`src/rtl/calc_seq_pkg.sv`:
```
// Shared definitions for the calculator operation sequencer.
// Holds the ALU opcode constants, the sequencer state enum, the flags-register
// bit indices, the flag pattern written on an error trap, and small helpers
// for opcode legality and ALU flag reordering.
package calc_seq_pkg;

  localparam logic [2:0] OP_ADD = 3'd0;
  localparam logic [2:0] OP_SUB = 3'd1;
  localparam logic [2:0] OP_MUL = 3'd2;
  localparam logic [2:0] OP_DIV = 3'd3;
  localparam logic [2:0] OP_AND = 3'd4;
  localparam logic [2:0] OP_OR  = 3'd5;

  typedef enum logic [2:0] {
    StIdle,
    StIssue,
    StWait,
    StFlags,
    StDone,
    StErr
  } state_t;

  // Bit positions inside the flags register
  localparam int unsigned FLG_V = 0;
  localparam int unsigned FLG_C = 1;
  localparam int unsigned FLG_N = 2;
  localparam int unsigned FLG_Z = 3;

  // Written to the flags register when an operation is trapped: overflow only
  localparam logic [3:0] ERR_FLAGS = 4'b0001;

  // Any opcode above OP_OR is illegal
  function automatic logic op_illegal(input logic [2:0] op);
    return op > OP_OR;
  endfunction

  // ALU reports {Z,N,C,V}; place each bit at its flags-register index
  function automatic logic [3:0] map_alu_flags(input logic [3:0] alu_flags);
    logic [3:0] f;
    f        = '0;
    f[FLG_Z] = alu_flags[3];
    f[FLG_N] = alu_flags[2];
    f[FLG_C] = alu_flags[1];
    f[FLG_V] = alu_flags[0];
    return f;
  endfunction

endpackage

```
`src/rtl/seq_watchdog.sv`:
```
// Watchdog counter for the ALU wait phase.
// Ports:
//   clk_i      clock
//   rst_i      asynchronous active-high reset
//   clr_i      synchronous clear (wins over enable)
//   en_i       count this cycle
//   timeout_o  high on the enabled cycle in which the count reaches TIMEOUT
// TIMEOUT must lie in 1..255 (8-bit counter).
module seq_watchdog #(
  parameter int unsigned TIMEOUT = 31
) (
  input  logic clk_i,
  input  logic rst_i,
  input  logic clr_i,
  input  logic en_i,
  output logic timeout_o
);

  logic [7:0] cnt_q;

  // cnt_q holds the number of already completed enabled cycles, so the
  // current cycle is number cnt_q + 1.
  assign timeout_o = en_i && (cnt_q == 8'(TIMEOUT - 1));

  always_ff @(posedge clk_i or posedge rst_i) begin
    if (rst_i) begin
      cnt_q <= '0;
    end else if (clr_i) begin
      cnt_q <= '0;
    end else if (en_i && !timeout_o) begin
      cnt_q <= cnt_q + 8'd1;
    end
  end

endmodule

```
`src/rtl/calc_op_sequencer.sv`:
```
// Control FSM sequencing one ALU operation per request for the calculator
// datapath: accept request, start ALU, wait for completion (with watchdog),
// write the flags register, return the result. Divide-by-zero, illegal
// opcodes and ALU hangs are trapped in a sticky error state left by CLEAR.
// Ports:
//   CLK, RESET                 clock, asynchronous active-high reset
//   REQ/OPCODE/OPA/OPB/CHAIN   request side (sampled only when idle)
//   CLEAR                      synchronous abort, highest priority
//   ACK, BUSY                  request accepted pulse, not-idle indicator
//   ALU_A/B/OP, ALU_START      latched operands and start pulse to the ALU
//   ALU_DONE/RESULT/FLAGS      ALU completion strobe and its data
//   FLAGS_EN, FLAGS_IN         flags register write port
//   RESULT, RESULT_VALID       held result and completion pulse
//   ERROR                      high while trapped
// Build option: define SEQ_CHAIN_EN to let CHAIN=1 take operand A from RESULT.
module calc_op_sequencer
  import calc_seq_pkg::*;
#(
  parameter int unsigned WIDTH   = 8,
  parameter int unsigned TIMEOUT = 31
) (
  input  logic             CLK,
  input  logic             RESET,
  input  logic             REQ,
  input  logic [2:0]       OPCODE,
  input  logic [WIDTH-1:0] OPA,
  input  logic [WIDTH-1:0] OPB,
  input  logic             CHAIN,
  input  logic             CLEAR,
  output logic             ACK,
  output logic             BUSY,
  output logic [WIDTH-1:0] ALU_A,
  output logic [WIDTH-1:0] ALU_B,
  output logic [2:0]       ALU_OP,
  output logic             ALU_START,
  input  logic             ALU_DONE,
  input  logic [WIDTH-1:0] ALU_RESULT,
  input  logic [3:0]       ALU_FLAGS,
  output logic             FLAGS_EN,
  output logic [3:0]       FLAGS_IN,
  output logic [WIDTH-1:0] RESULT,
  output logic             RESULT_VALID,
  output logic             ERROR
);

  state_t           state_q;
  logic [WIDTH-1:0] a_q, b_q, res_cap_q, result_q;
  logic [2:0]       op_q;
  logic [3:0]       flags_cap_q;
  logic             err_entry_q;  // first cycle in StErr
  logic             wd_timeout;
  logic [WIDTH-1:0] a_sel;
  logic             req_bad;

`ifdef SEQ_CHAIN_EN
  assign a_sel = CHAIN ? result_q : OPA;
`else
  logic unused_chain;
  assign unused_chain = CHAIN;
  assign a_sel        = OPA;
`endif

  // Divide-by-zero always judged on OPB, even when A is chained
  assign req_bad = op_illegal(OPCODE) || ((OPCODE == OP_DIV) && (OPB == '0));

  seq_watchdog #(
    .TIMEOUT (TIMEOUT)
  ) u_watchdog (
    .clk_i     (CLK),
    .rst_i     (RESET),
    .clr_i     (CLEAR || (state_q != StWait)),
    .en_i      (state_q == StWait),
    .timeout_o (wd_timeout)
  );

  always_ff @(posedge CLK or posedge RESET) begin
    if (RESET) begin
      state_q     <= StIdle;
      a_q         <= '0;
      b_q         <= '0;
      op_q        <= '0;
      res_cap_q   <= '0;
      flags_cap_q <= '0;
      result_q    <= '0;
      err_entry_q <= 1'b0;
    end else if (CLEAR) begin
      state_q     <= StIdle;
      err_entry_q <= 1'b0;
    end else begin
      err_entry_q <= 1'b0;
      unique case (state_q)
        StIdle: begin
          if (REQ) begin
            a_q         <= a_sel;
            b_q         <= OPB;
            op_q        <= OPCODE;
            state_q     <= req_bad ? StErr : StIssue;
            err_entry_q <= req_bad;
          end
        end
        StIssue: state_q <= StWait;
        StWait: begin
          // Completion wins over a simultaneous watchdog expiry
          if (ALU_DONE) begin
            res_cap_q   <= ALU_RESULT;
            flags_cap_q <= ALU_FLAGS;
            state_q     <= StFlags;
          end else if (wd_timeout) begin
            state_q     <= StErr;
            err_entry_q <= 1'b1;
          end
        end
        StFlags: begin
          result_q <= res_cap_q;  // visible together with RESULT_VALID
          state_q  <= StDone;
        end
        StDone:  state_q <= StIdle;
        StErr:   state_q <= StErr;
        default: state_q <= StIdle;
      endcase
    end
  end

  always_comb begin
    ACK          = (state_q == StIdle) && REQ && !CLEAR && !RESET;
    BUSY         = (state_q != StIdle);
    ALU_START    = (state_q == StIssue) && !CLEAR;
    RESULT_VALID = (state_q == StDone) && !CLEAR;
    ERROR        = (state_q == StErr);
    FLAGS_EN     = 1'b0;
    FLAGS_IN     = '0;
    if (!CLEAR) begin
      if (state_q == StFlags) begin
        FLAGS_EN = 1'b1;
        FLAGS_IN = map_alu_flags(flags_cap_q);
      end else if ((state_q == StErr) && err_entry_q) begin
        FLAGS_EN = 1'b1;
        FLAGS_IN = ERR_FLAGS;
      end
    end
  end

  assign ALU_A  = a_q;
  assign ALU_B  = b_q;
  assign ALU_OP = op_q;
  assign RESULT = result_q;

endmodule

```
`config.mk`:
```
export PLATFORM = sky130hd
export DESIGN_NAME = calc_op_sequencer
export DESIGN_NICKNAME = d
export VERILOG_FILES = /design/src/rtl/calc_seq_pkg.sv /design/src/rtl/seq_watchdog.sv /design/src/rtl/calc_op_sequencer.sv
export SDC_FILE = /design/constraint.sdc
export NUM_CORES = 1
export LEC_CHECK = 0
export CORE_MARGIN = 3
export CORE_UTILIZATION = 44
export DETAILED_ROUTE_END_ITERATION = 7
export MAX_ROUTING_LAYER = met4
export PLACE_DENSITY_LB_ADDON = 0.05
export SYNTH_ARGS = -nofsm -noshare
export SYNTH_HDL_FRONTEND = slang
export SYNTH_SLANG_ARGS = --single-unit
```
`constraint.sdc`:
```
create_clock -name CLK -period 1.95 [get_ports CLK]
set_input_delay 0.39 -clock CLK [delete_from_list [all_inputs] [get_ports CLK]]
set_output_delay 0.39 -clock CLK [all_outputs]
set_load 0.02 [all_outputs]
```
* Yosys cells after proc, flatten, opt, wreduce, memory -nomap -nowiden
Cells that the tools add are included.
** Storage, ports and cells
- Output and inout bits :: 37
- Bits in registers :: 51
** Operators by class
- Bitwise logic cells :: 1
- Mux-type cells :: 19
- $lt $le $gt $ge :: 1
- $add $sub $neg :: 1
- Eq/ne operators :: 10
- Reduce and logical (&&, ||, !) cells :: 22
** Operators by type and width (number)
- $mux 8 :: 2
- $mux 3 :: 5
- $pmux 3 s5 :: 1
- $eq 3x2->1 const B :: 3
- $logic_and 1x1->1 :: 9
- $add 8x1->8 const B :: 1
- $eq 8x5->1 const B :: 1
- $logic_not 8->1 :: 1
- $mux 1 :: 8
- $mux 4 :: 2
- $eq 3x3->1 const B :: 2
- $reduce_and 3->1 :: 2
- $ne 4x4->1 const B :: 1
- $reduce_and 2->1 :: 2
- $eq 3x1->1 const B :: 1
- $gt 3x3->1 const B :: 1
- $logic_not 1->1 :: 3
- $logic_not 3->1 :: 1
- $ne 3x2->1 const B :: 1
- $ne 3x3->1 const B :: 1
- $reduce_bool 3->1 :: 1
- $logic_or 1x1->1 :: 2
- $pmux 1 s2 :: 1
- $reduce_bool 2->1 :: 1
- $not 1->1 :: 1

* Logic depth before layout (Yosys ltp)
Gate-level depths: netlist (run 1).
- Depth in word-level cells :: 7
- Mapped depth :: 6
- Depth with buffers taken out :: 6

* Hierarchy
A second synthesis (run 1) with hierarchy kept.
** Unflattened totals
- Cells, all modules :: 187
- Area total of the unflattened synthesis :: 2508.7 µm²
** Modules (own cells, without submodules)
- calc_op_sequencer :: seq. area each 1076.0 µm², instances 1, area each 2013.2 µm², cells each 136
- seq_watchdog :: seq. area each 200.2 µm², instances 1, area each 495.5 µm², cells each 51

* Worst setup path before layout (run 1)
Ideal clock, no wire load.
- Path kind :: register to output
- Start point :: register state_q[1]
- End point :: output FLAGS_EN
- Data arrival time :: 1466 ps
- Data required time :: 1560 ps
- Setup slack :: 94 ps
- Cell stages (with the launch flop) :: 6
- Path through :: dfrtp_1 buf_4 nand2b_1 nor2_1 nand2_1 o22ai_1
** Between the ends
- Longest elaborated chain between the ends :: 5
- Elaborated cells between the ends (all ways) :: 6
- Those cells by class :: eq/ne (2); mux (3); reduce/logical (1)
** RTL lines
- start: declaration :: line calc_op_sequencer.sv:46 : state_t state_q;
- start signal: assignment :: line calc_op_sequencer.sv:78 : state_q <= StIdle;
- start signal: assignment :: line calc_op_sequencer.sv:87 : state_q <= StIdle;
- start signal: assignment :: line calc_op_sequencer.sv:97 : state_q <= req_bad ? StErr : StIssue;
- $eq 3x3->1
- named net ERROR :: line calc_op_sequencer.sv:43 : output logic ERROR
- $logic_and 1x1->1 :: line calc_op_sequencer.sv:136 : end else if ((state_q == StErr) && err_entry_q) begin
- $mux 1 :: line calc_op_sequencer.sv:136
- $mux 1 :: line calc_op_sequencer.sv:133 : if (state_q == StFlags) begin
- $mux 1 :: line calc_op_sequencer.sv:132 : if (!CLEAR) begin
- end: declaration :: line calc_op_sequencer.sv:39 : output logic FLAGS_EN,
The timed path passes the listed nets, and every way through them passes these cells.

* Worst setup path after layout (run 1)
- Start point :: register state_q[1]
- End point :: output BUSY
** Between the ends
- Longest elaborated chain between the ends :: 1
** RTL lines
- $reduce_bool 3->1 :: line calc_op_sequencer.sv:126 : BUSY = (state_q != StIdle);
- end: declaration :: line calc_op_sequencer.sv:31 : output logic BUSY,
No other way between the ends.

==> out/metrics.cfg, run 1 <==
[outcome]
outcome=finished clean

[sta]
slew_headroom_pct=80.7
finalCritPeriodShare_pct=97.3
maxSlewViolCount=0
finalHoldViolations=0
fin_setup_tns_ns=0
clock-skew-final_ns=0.00455
hold_slack_ns=0.440
finalCriticalPeriod_ns=1.90
worstMarginPinSlew_ns=0.287
max_freq_mhz=527
rsz0062_at_grt=yes
setup_violations=0

[clocking]
ctsHtreeMaxLevel=2
clk_pin_slew_ns=0.09
clk-insertion-delay-late_ns=0.30
clockBufferDepth=2
cts-root-buf=clkbuf_8
ctsHoldBuffers=0
cts_tree=built
cts_buffers=5
cts.sinks=51

[synth]
seq_area_frac_synth_pct=55.7
postSynthAreaPerCell_um2=12.9
yosys-top-cells-area=dfrtp_1 56%, mux2_1 13%, mux2_4 6.6%, nor2_1 2.0%, nand2_1 1.6%
synth_edf_count=0
syn_inst=177
synth_fa_ha_area_share_pct=1.09
synth-xor-area-share_pct=1.91
ys_seq_elements=51
yosys.area.top_type=dfrtp_1
synthArstFlopShare_pct=100
yosysMostFrequentCell=dfrtp_1
synth_cell_types=41
yosysTopAreaCellShare_pct=55.7
syn-cell-area_um2=2290
yosys-top-cells-count=51 x dfrtp_1, 26 x mux2_1, 12 x nor2_1
synth_compound_gate_area_share_pct=5.52
synthMuxAreaShare_pct=20.3
yosysWarnings=0
synth_top_family_by_area=multiplexers
ys.flop_type=dfrtp_1
synth_simple_gate_area_share_pct=12.3
synth_nets=216

[layout]
nFillCells=393
ff_latch_area_um2=1280
multiInputGateArea_um2=957
diodes=0
final_cell_area_um2=3320
layout-drive-gt1-share_pct=21.9
synthToLayoutAreaGrowth_pct=45.1
final_cells=337
finalNetCount=308

[setup_path]
r2r_cells=6
path_cells=buf_4 -> or3_4 -> clkdlybuf4s15_2
worstSetupPathType=register to output port
endpoint_kind=output port
worst_path_max_delay_cell=dfrtp_2
crit_start=state_q[1]
cp-endpoint=BUSY
r2r-end=state_q[2]
path_max_fanout=7
slowest_delay_ns=0.45
start_kind=register
worstPathRequired_ns=1.56
worst_ep_arrival_time_ns=1.51
reg2reg_from=u_watchdog.cnt_q[0]
r2r_slack_ns=0.36

[route]
drt_iter0_markers=56
vias=1653
drc_errors=0
firstDrtPassIters=4
finalWirelength_mm=4.77
viasPerCell=4.91
antenna_left=0
wl_per_cell_um=14.1

[power]
power_density_nw_per_um2=1210
p_leak_uw=0.00151
ir_drop_v=0.000824

[floorplan]
die_w_um=78.1
rows=25
die_y_um=78.1
die_area_um2=6110
core_region_area_um2=4880
io_pins=74
start_util_pct=46.9

[hold_path]
hold_class=primary input to async pin

[global_routing]
grt_max_degree=20
grt_usage_pct=17.7
antenna_found_initial=0
grt_pass1_vias=1716
grt_overflow=0
grt_first_pass_wirelength_mm=8.21

[placed_design]
place.gp.congestion=0.791
dp.cells=327
dpl.hpwl_mm=3.68
placed_area_um2=3190
port_buffers=72

[run]
max_cap_viol_count=0

-- area by class of cell --
class / instances / share of cell area (%)
Clock inverter: 2 / 1.05
Clock buffer: 6 / 2.49
Multi-Input combinational cell: 114 / 28.8
Tap cell: 67 / 2.52
Inverter: 4 / 0.452
Timing Repair Buffer: 93 / 26.2
Sequential cell: 51 / 38.5
-- critical path: cells and delay by family (launching register included) --
family / cells / cell delay, ns
buffers and inverters: 2 / 0.43
and+or+nand+nor: 1 / 0.33
DFF: 1 / 0.45
-- through the flow --
| stage | utilization [%] | power, uW | setup WS (ns) |
|---|---|---|---|
| final | 68.1 | 4010 | 0.0535 |
| after global routing | 68.1 | 4250 | -0.0309 |
| after CTS | 67.9 | 4060 | 0.0190 |
| after detailed placement | 65.4 | 3300 | -0.461 |
| after global placement | 65.4 | 3270 | -0.455 |
| after floorplan | - | 2510 | 0.0938 |
-- state kept, by name, summed over array words and instances, names as in the netlist --
name and flops:
state_q 3, flags_cap_q 4, ALU_OP 3, u_watchdog.cnt_q 8, ALU_A 8, res_cap_q 8, ALU_B 8, RESULT 8
err_entry_q 1
-- cells by family after synthesis --
group           count (synthesis)
simple gates                   49
flops                          51
mux                            38
xor+xnor                        5
fa+ha+maj                       2
buf+inv                        12
compound gates                 20
-- placed cells by master (no fill, tap or decap), types with 3 or more instances in the layout --
master,n
clkbuf_8,6
mux2_4,10
dfrtp_1,49
o21ai_0,3
a21oi_1,6
nor2_1,11
xnor2_1,4
buf_2,3
buf_4,21
and2_1,3
mux2_1,26
nand2_1,10
nand3_1,3
clkdlybuf4s50_1,61
nand4_1,3
-- repair_timing --
item | in CTS | in global routing
setup endpoints to repair | 10 | 10
buffers inserted | 2 | 0
gates resized for setup | 30 | 17
hold endpoints to repair | 0 | 0
-- worst min path at each step --
| stage | endpoint | cells past startpoint | slack [ns] | from |
|---|---|---|---|---|
| 4_1_cts | state_q[2] | 3 | 0.43 | RESET |
| 3_3_place_gp | ALU_OP[1] | 2 | 0.47 | ALU_OP[1] |
| 6_report | state_q[2] | 3 | 0.44 | RESET |
| 5_1_grt | flags_cap_q[0] | 3 | 0.44 | RESET |
| 3_5_place_dp | RESULT[2] | 1 | 0.48 | RESULT[2] |
| 2_1_floorplan | res_cap_q[5] | 1 | 0.46 | res_cap_q[5] |
-- where the power goes --
part | total, uW | leakage (uW) | switching, uW | internal (uW)
clock network | 743 | 0.0000612 | 328 | 415
registers | 1650 | 0.000642 | 209 | 1440
logic | 1620 | 0.000806 | 720 | 903
total | 4010 | 0.00151 | 1260 | 2760
-- routing by layer --
| layer | vias to the layer above | routed length, um | global-route usage [%] |
|---|---|---|---|
| li1 | 811 | - | - |
| met1 | 787 | 2220 | 23.0 |
| met2 | 51 | 2170 | 26.5 |
| met3 | 4 | 333 | 6.19 |
| met4 | 0 | 45 | 4.90 |
| met5 | - | 0 | - |
(Power assumes the default switching activity.)
==> run 2: changes to the inputs <==
- CTS_CLUSTER_DIAMETER: default -> 120
==> results of run 2 <==
No change in the layout: final DEF, timing and power equal those of run 1.
